`config.mk`:
```
export PLATFORM = sky130hd
export DESIGN_NAME = joypad_poller
export DESIGN_NICKNAME = d
export VERILOG_FILES = /design/src/rtl/joypad_poller.sv
export SDC_FILE = /design/constraint.sdc
export NUM_CORES = 1
export LEC_CHECK = 0
export ABC_AREA = 1
export BUFFER_PORTS_ARGS = -buffer_cell sky130_fd_sc_hd__buf_2
export CORE_ASPECT_RATIO = 1.25
export CORE_MARGIN = 4
export CORE_UTILIZATION = 60
export CTS_BUF_LIST = sky130_fd_sc_hd__clkbuf_2 sky130_fd_sc_hd__clkbuf_4 sky130_fd_sc_hd__clkbuf_8
export CTS_CLUSTER_SIZE = 8
export DETAILED_ROUTE_END_ITERATION = 6
export GPL_ROUTABILITY_DRIVEN = 0
export GPL_TIMING_DRIVEN = 0
export PLACE_DENSITY = 0.77
export SYNTH_ARGS = -nofsm -noshare
export SYNTH_HDL_FRONTEND = slang
export SYNTH_SLANG_ARGS = --single-unit
export TNS_END_PERCENT = 5
```
`constraint.sdc`:
```
create_clock -name clk_in -period 3.8 [get_ports clk_in]
set_input_delay 0.38 -clock clk_in [delete_from_list [all_inputs] [get_ports clk_in]]
set_output_delay 0.38 -clock clk_in [all_outputs]
set_load 0.1 [all_outputs]
```
`src/rtl/joypad_poller.sv`:
```
// joypad_poller: NES controller (4021) serial front end.
// Generates latch/clock waveforms, shifts in 8 active-low button bits,
// and publishes them only after FILTER_CNT identical consecutive polls.
module joypad_poller #(
    parameter int TICK_DIV   = 600,
    parameter int POLL_DIV   = 1666667,
    parameter int FILTER_CNT = 2
) (
    input  logic       clk_in,
    input  logic       nres_in,
    input  logic       jp_data_in,
    input  logic       poll_req_in,
    output logic       jp_latch_out,
    output logic       jp_clk_out,
    output logic [7:0] buttons_out,
    output logic       busy_out,
    output logic       done_out,
    output logic       changed_out
);

    localparam int IW = $clog2(POLL_DIV);
    localparam int TW = $clog2(2 * TICK_DIV);
    localparam logic [IW-1:0] INT_LAST = IW'(POLL_DIV - 1);
    localparam logic [TW-1:0] T_LAST   = TW'(TICK_DIV - 1);
    localparam logic [TW-1:0] T2_LAST  = TW'(2 * TICK_DIV - 1);
    localparam logic [2:0]    FCNT     = 3'(FILTER_CNT);

    typedef enum logic [2:0] {
        S_IDLE, S_LATCH, S_BIT0, S_CLKH, S_CLKL, S_DONE
    } state_t;

    state_t          state_q, state_d;
    logic [IW-1:0]   int_q, int_d;
    logic [TW-1:0]   tick_q, tick_d;
    logic [2:0]      idx_q, idx_d;
    logic [7:0]      shift_q, shift_d;
    logic [2:0]      match_q, match_d;
    logic [7:0]      prev_q, prev_d;
    logic [7:0]      btn_q, btn_d;
    logic            chg_q, chg_d;
    logic [1:0]      sync_q;

    logic            data_s;
    logic            int_wrap;
    logic            tick_last;
    logic [7:0]      raw;

    assign data_s = sync_q[1];
    assign raw    = ~shift_q;

    // Two-flop synchroniser; resets to "released" so a floating line reads idle.
    always_ff @(posedge clk_in or negedge nres_in) begin
        if (!nres_in) sync_q <= 2'b11;
        else          sync_q <= {sync_q[0], jp_data_in};
    end

    // State and datapath registers.
    always_ff @(posedge clk_in or negedge nres_in) begin
        if (!nres_in) begin
            state_q <= S_IDLE;
            int_q   <= '0;
            tick_q  <= '0;
            idx_q   <= '0;
            shift_q <= '0;
            match_q <= '0;
            prev_q  <= '0;
            btn_q   <= '0;
            chg_q   <= 1'b0;
        end else begin
            state_q <= state_d;
            int_q   <= int_d;
            tick_q  <= tick_d;
            idx_q   <= idx_d;
            shift_q <= shift_d;
            match_q <= match_d;
            prev_q  <= prev_d;
            btn_q   <= btn_d;
            chg_q   <= chg_d;
        end
    end

    // Next-state: interval timer, phase timing, bit capture and filter update.
    always_comb begin
        state_d  = state_q;
        idx_d    = idx_q;
        shift_d  = shift_q;
        match_d  = match_q;
        prev_d   = prev_q;
        btn_d    = btn_q;
        chg_d    = 1'b0;

        // Interval counter free-runs; an expiry outside IDLE is simply dropped.
        int_wrap = (int_q == INT_LAST);
        int_d    = int_wrap ? '0 : int_q + IW'(1);

        // The latch phase is two ticks long, every other phase one tick.
        tick_last = (state_q == S_LATCH) ? (tick_q == T2_LAST) : (tick_q == T_LAST);
        tick_d    = tick_last ? '0 : tick_q + TW'(1);

        case (state_q)
            S_IDLE: begin
                tick_d = '0;
                if (poll_req_in) begin
                    state_d = S_LATCH;
                    int_d   = '0;
                end else if (int_wrap) begin
                    state_d = S_LATCH;
                end
            end
            S_LATCH: begin
                if (tick_last) state_d = S_BIT0;
            end
            S_BIT0: begin
                // Button A is presented by the 4021 as soon as latch drops.
                if (tick_last) begin
                    shift_d[0] = data_s;
                    idx_d      = 3'd1;
                    state_d    = S_CLKH;
                end
            end
            S_CLKH: begin
                if (tick_last) state_d = S_CLKL;
            end
            S_CLKL: begin
                if (tick_last) begin
                    shift_d[idx_q] = data_s;
                    if (idx_q == 3'd7) begin
                        state_d = S_DONE;
                    end else begin
                        idx_d   = idx_q + 3'd1;
                        state_d = S_CLKH;
                    end
                end
            end
            S_DONE: begin
                tick_d  = '0;
                state_d = S_IDLE;
                if (raw == prev_q) begin
                    match_d = (match_q == FCNT) ? FCNT : match_q + 3'd1;
                end else begin
                    prev_d  = raw;
                    match_d = 3'd1;
                end
                if (match_d == FCNT && raw != btn_q) begin
                    btn_d = raw;
                    chg_d = 1'b1;
                end
            end
            default: begin
                state_d = S_IDLE;
            end
        endcase
    end

    // Pin and status outputs decode directly from state so reset drops them at once.
    always_comb begin
        jp_latch_out = (state_q == S_LATCH);
        jp_clk_out   = (state_q == S_CLKH);
        busy_out     = (state_q == S_LATCH) || (state_q == S_BIT0) ||
                       (state_q == S_CLKH)  || (state_q == S_CLKL);
        done_out     = (state_q == S_DONE);
        buttons_out  = btn_q;
        changed_out  = chg_q;
    end

endmodule

```
==> flow_summary.json, run 1 <==
{
  "clockBufferDepth": 2,
  "io_buffers": 16,
  "antenna_cells": 0,
  "worstSetupStartpointType": "flop",
  "drt_wl_total_um": 7792,
  "htree_num_levels": 3,
  "dp_hpwl_um": 5740,
  "crit_required_ns": 3.42,
  "fin_crit_sh_pct": 62.88,
  "wl_per_cell_um": 11.95,
  "synth_area_leader_cell": "dfrtp_1",
  "outcome": "finished clean",
  "syn2layout_area_growth_pct": 9.925,
  "antenna_found_initial": 0,
  "first_global_vias": 3194,
  "crit_fanout": 10,
  "fmax_mhz": 418.5,
  "synth_top_area_share_pct": 42.82,
  "crit_arrival_ns": 2.01,
  "path_cells": "inv_2 -> nand2_1 -> nor2_4 -> inv_2 -> nand2_4 -> inv_2 -> o21ai_2 -> buf_2",
  "cts_tree": "built",
  "dr.pass1.iters": 4,
  "grt_pass1_wl_um": 13590,
  "grt_max_degree": 69,
  "path_buf_inv": 4,
  "hold_class": "in2async",
  "ir_drop_mv": 0.3545,
  "overflow": 0,
  "drv_cap": 0,
  "cts_buffers": 9,
  "min_period_ns": 2.389,
  "fin_setup_tns_ns": 0,
  "num_vias": 3297,
  "clkSlewWorstSetupHoldPaths_ns": 0.07,
  "crit_type": "reg2out",
  "clk_root_buffer_cell": "clkbuf_8",
  "seq_area_frac_synth_pct": 44.18,
  "detail_route.vias_per_cell": 5.057,
  "cts_sinks": 68,
  "yosysWarnings": 0,
  "syn_area_mm2": 0.003857,
  "die_h_um": 97.65,
  "worst_clock_skew_ns": 0.008975,
  "fp-row-count": 32,
  "fp.dieW_um": 79.72,
  "syn_inst": 535,
  "syn_area_per_cell_um2": 7.210,
  "whs_ns": 0.1303,
  "post-route-util_pct": 68.33,
  "ant_nets": 0,
  "drv_slew": 0,
  "setup_violations": 0,
  "coreArea_mm2": 0.006206,
  "layout_common_cells": "nand2_1 (159), nor2_1 (92), inv_1 (74)",
  "crit_family": "buffers and inverters",
  "io_pins": 17,
  "synth_area_leaders": "dfrtp_1 (43%), nand2_1 (15%), nor2_1 (9.0%)",
  "drc_errors": 0,
  "drive_above_1_share_pct": 11.46,
  "crit_path_max_incr_delay_ns": 0.46,
  "crit_slowest_cell": "buf_2",
  "slew_headroom_pct": 44.82,
  "final_common_cell": "nand2_1",
  "ctsHoldBuffers": 0,
  "layout.nets": 573,
  "cp_common_cell": "inv_2",
  "synth.distinct_cells": 29,
  "cp-end-kind": "output pin",
  "post_cts_buffers": 0,
  "drt_iter0_markers": 155,
  "synth_seq_cells": 68,
  "rsz0062_at_grt": "no",
  "track_usage_pct": 21.96,
  "dieArea_mm2": 0.007784,
  "hold_viol": 0,
  "start_util_pct": 62.16,
  "power_density_mw_per_mm2": 651.9,
  "tightest_slew_ns": 0.8276,
  "clk-insertion-delay-late_ns": 0.34,
  "cts_resized": 0,
  "syn_nets": 546,
  "p_leak_nw": 2.268
}
cell type report:
type | count | area, um2
clock inverter | 3 | 40.04
tap | 85 | 106.4
fill | 517 | 1966
sequential | 68 | 1704
clock buffer | 13 | 153.9
timing repair buffer | 16 | 82.58
buffer | 3 | 20.02
multi-input combinational | 383 | 1829
inverter | 81 | 304.0
cells in the mapped netlist:
library cell / count
dfstp_2: 2
nor2_1: 92
o21ai_1: 1
nand2_2: 5
nand2_1: 159
o211ai_2: 1
nor2_4: 6
buf_4: 2
nand4_1: 10
dfrtp_1: 66
a31oi_1: 4
xnor2_1: 3
inv_2: 7
nor2_2: 2
nand3_4: 1
o21ai_2: 2
nand3_1: 34
buf_2: 1
nand2_4: 1
nor3b_1: 5
nor3_1: 11
nor3_2: 1
o21ai_0: 18
a21oi_1: 7
nand3_2: 2
xor2_1: 8
inv_1: 74
nand3b_1: 3
ha_1: 7
sequential cells by signal (all words and copies together) (netlist names):
name	count
state_q	3
idx_q	3
buttons_out	8
changed_out	1
int_q	21
match_q	3
tick_q	11
prev_q	8
shift_q	8
sync_q	2
per-stage QoR:
stage	total power, W	instance area, um2	std cells	setup WS (ns)
6_report	0.002764	4240	652	1.411
3_5_place_dp	0.002193	4046	636	1.803
3_3_place_gp	0.002164	4044	636	1.819
2_1_floorplan	0.001970	3857	535	1.497
4_1_cts	0.002783	4240	652	1.423
5_1_grt	0.002955	4240	652	1.271
power breakdown:
part	internal [W]	leakage (nW)	total (W)	switching (W)
logic	0.000262	1.29	0.00121	0.000949
registers	0.000847	0.869	0.000967	0.000120
clock network	0.000331	0.105	0.000587	0.000256
logic make-up (layout without fill, tap and decap cells):
kind of cell               count (synthesis)  count (layout)  synth area share, %
and+or+nand+nor                          332             332                37.85
buffers and inverters                     84             116                8.401
DFF                                       68              68                44.18
AOI/OAI and AO/OA                         33              33                4.800
xor gates and xnor gates                  11              11                2.498
adders and majority gates                  7               7                2.270
per-layer routing:
metal | share of wire (%) | global-route usage (%) | vias to the layer above
met5 | 0 | 0 | -
met4 | 2.6 | 10.45 | 0
met3 | 3.2 | 4.360 | 21
met2 | 51 | 37.56 | 47
met1 | 44 | 25.89 | 1512
li1 | - | - | 1717
final timing paths:
kind | endpoint | slack [ns] | cells past startpoint | start
worst max-delay path | busy_out | 1.41 | 8 | state_q[0]
worst min-delay path | prev_q[6] | 0.13 | 1 | nres_in
worst max register to register | buttons_out[7] | 1.99 | 10 | shift_q[5]
worst min register to register | sync_q[1] | 0.36 | 0 | sync_q[0]
max in group asynchronous | tick_q[3] | 3.12 | 1 | nres_in
min in group clk_in | sync_q[0] | 0.14 | 1 | jp_data_in
(Power assumes the default switching activity.)
==> run 2: changes to the inputs <==
Settings changed: CORE_UTILIZATION 60 to 58, PLACE_DENSITY 0.77 to 0.78.
Clock period 3.8 ns to 2 ns, I/O delays scaled along.
==> flow_summary.json, run 2 (synthesized netlist as in run 1, its figures left out) <==
{
  "ant_nets": 0,
  "io_buffers": 16,
  "fp-row-count": 32,
  "tightest_slew_ns": 0.8349,
  "track_usage_pct": 21.59,
  "layout.nets": 577,
  "clkSlewWorstSetupHoldPaths_ns": 0.07,
  "drc_errors": 0,
  "largest-register": "int_q",
  "grt_max_degree": 69,
  "wl_per_cell_um": 11.68,
  "cts_sinks": 68,
  "fin_area_mm2": 0.004303,
  "hold_class": "in2reg",
  "crit_required_ns": 1.80,
  "fin_crit_sh_pct": 94.65,
  "cts_buffers": 9,
  "antenna_found_initial": 0,
  "worst_clock_skew_ns": 0.01058,
  "detail_route.vias_per_cell": 5.079,
  "layout_common_cells": "nand2_1 (159), nor2_1 (91), inv_1 (74)",
  "dp_hpwl_um": 5720,
  "largestRegisters": "int_q x21, tick_q x11",
  "drv_cap": 0,
  "largest_register_ffs": 21,
  "cts_tree": "built",
  "p_leak_nw": 2.292,
  "start_util_pct": 60.98,
  "dr.pass1.iters": 4,
  "worstSetupStartpointType": "flop",
  "slew_headroom_pct": 44.34,
  "clockBufferDepth": 2,
  "fp.dieW_um": 80.94,
  "antenna_cells": 0,
  "post-route-util_pct": 68.02,
  "cp-end-kind": "output pin",
  "power_density_mw_per_mm2": 1247,
  "clk_root_buffer_cell": "clkbuf_8",
  "drv_slew": 0,
  "drive_above_1_share_pct": 12.11,
  "placed_cell_area_mm2": 0.004049,
  "setup_ws_ns": 0.1071,
  "rsz0062_at_grt": "no",
  "syn2layout_area_growth_pct": 11.55,
  "clk-insertion-delay-late_ns": 0.34,
  "nFillCells": 580,
  "dp_slack_ns": 0.1755,
  "first_global_vias": 3266,
  "die_h_um": 99.18,
  "r2r-start": "shift_q[1]",
  "num_vias": 3327,
  "io_pins": 17,
  "crit_arrival_ns": 1.69,
  "ir_drop_mv": 1.220,
  "dieArea_mm2": 0.008028,
  "crit_type": "reg2out",
  "final_common_cell": "nand2_1",
  "drt_iter0_markers": 190,
  "min_period_ns": 1.893,
  "grt_pass1_wl_um": 13870,
  "outcome": "finished clean",
  "r2r_slack_ns": 0.21,
  "drt_wl_total_um": 7653,
  "hold_path.startpoint": "poll_req_in",
  "setup_violations": 0,
  "critPathLaunch": "state_q[2]",
  "crit_fanout": 6,
  "overflow": 0,
  "whs_ns": 0.3080,
  "coreArea_mm2": 0.006326,
  "fmax_mhz": 528.3,
  "hold_viol": 0,
  "htree_num_levels": 3,
  "fin_setup_tns_ns": 0
}
-- run 2: final timing paths --
check                                 endpoint  depth (start not counted)
worst min register to register       sync_q[1]                          0
worst max register to register  buttons_out[0]                         10
worst min-delay path                state_q[2]                          5
min in group asynchronous            prev_q[7]                          2
worst max-delay path                  busy_out                          8
max in group asynchronous           state_q[2]                          2
-- run 2: timing repair --
item                                   in CTS  in global routing
resized for setup                           3                  4
setup buffers                               0                  2
endpoints found under the hold margin       7                  0
setup endpoints to repair                   1                  2
hold buffers                                2                  0
pin swaps                                   0                  1
-- run 2: cell type report --
cell class | instances | area (um2) | area share [%]
clock inverter | 2 | 35.03 | 0.8142
tap | 85 | 106.4 | 2.472
inverter | 81 | 306.5 | 7.124
timing repair buffer | 20 | 132.6 | 3.082
buffer | 3 | 20.02 | 0.4653
multi-input combinational | 383 | 1837 | 42.69
clock buffer | 13 | 160.2 | 3.722
sequential | 68 | 1705 | 39.63
-- run 2: worst max-delay path: stages (launching register included) --
cell and delay (ns):
dfrtp_2 0.46, inv_4 0.12, nand2_1 0.10, nor2_1 0.14, inv_1 0.09, nand2_4 0.08, inv_2 0.05, o21ai_2 0.10
buf_12 0.21
-- run 2: power breakdown --
group	switching, W	internal [W]
Clock	0.000486	0.000644
Sequential	0.000233	0.00161
Combinational	0.00182	0.000572
Total	0.00254	0.00283
-- run 2: metrics by stage --
stage / std cells / total power, W
floorplan: 535 / 0.003748
global placement: 636 / 0.004123
detailed placement: 636 / 0.004188
CTS: 653 / 0.005374
global route: 655 / 0.005718
finish: 655 / 0.005366
-- run 2: routing by layer --
metal	share of wire, %	track usage (%)	up-vias
met3	2.5	3.351	12
met1	44	26.35	1552
met4	1.8	9.363	0
met5	0	0	-
li1	-	-	1717
met2	52	37.25	46
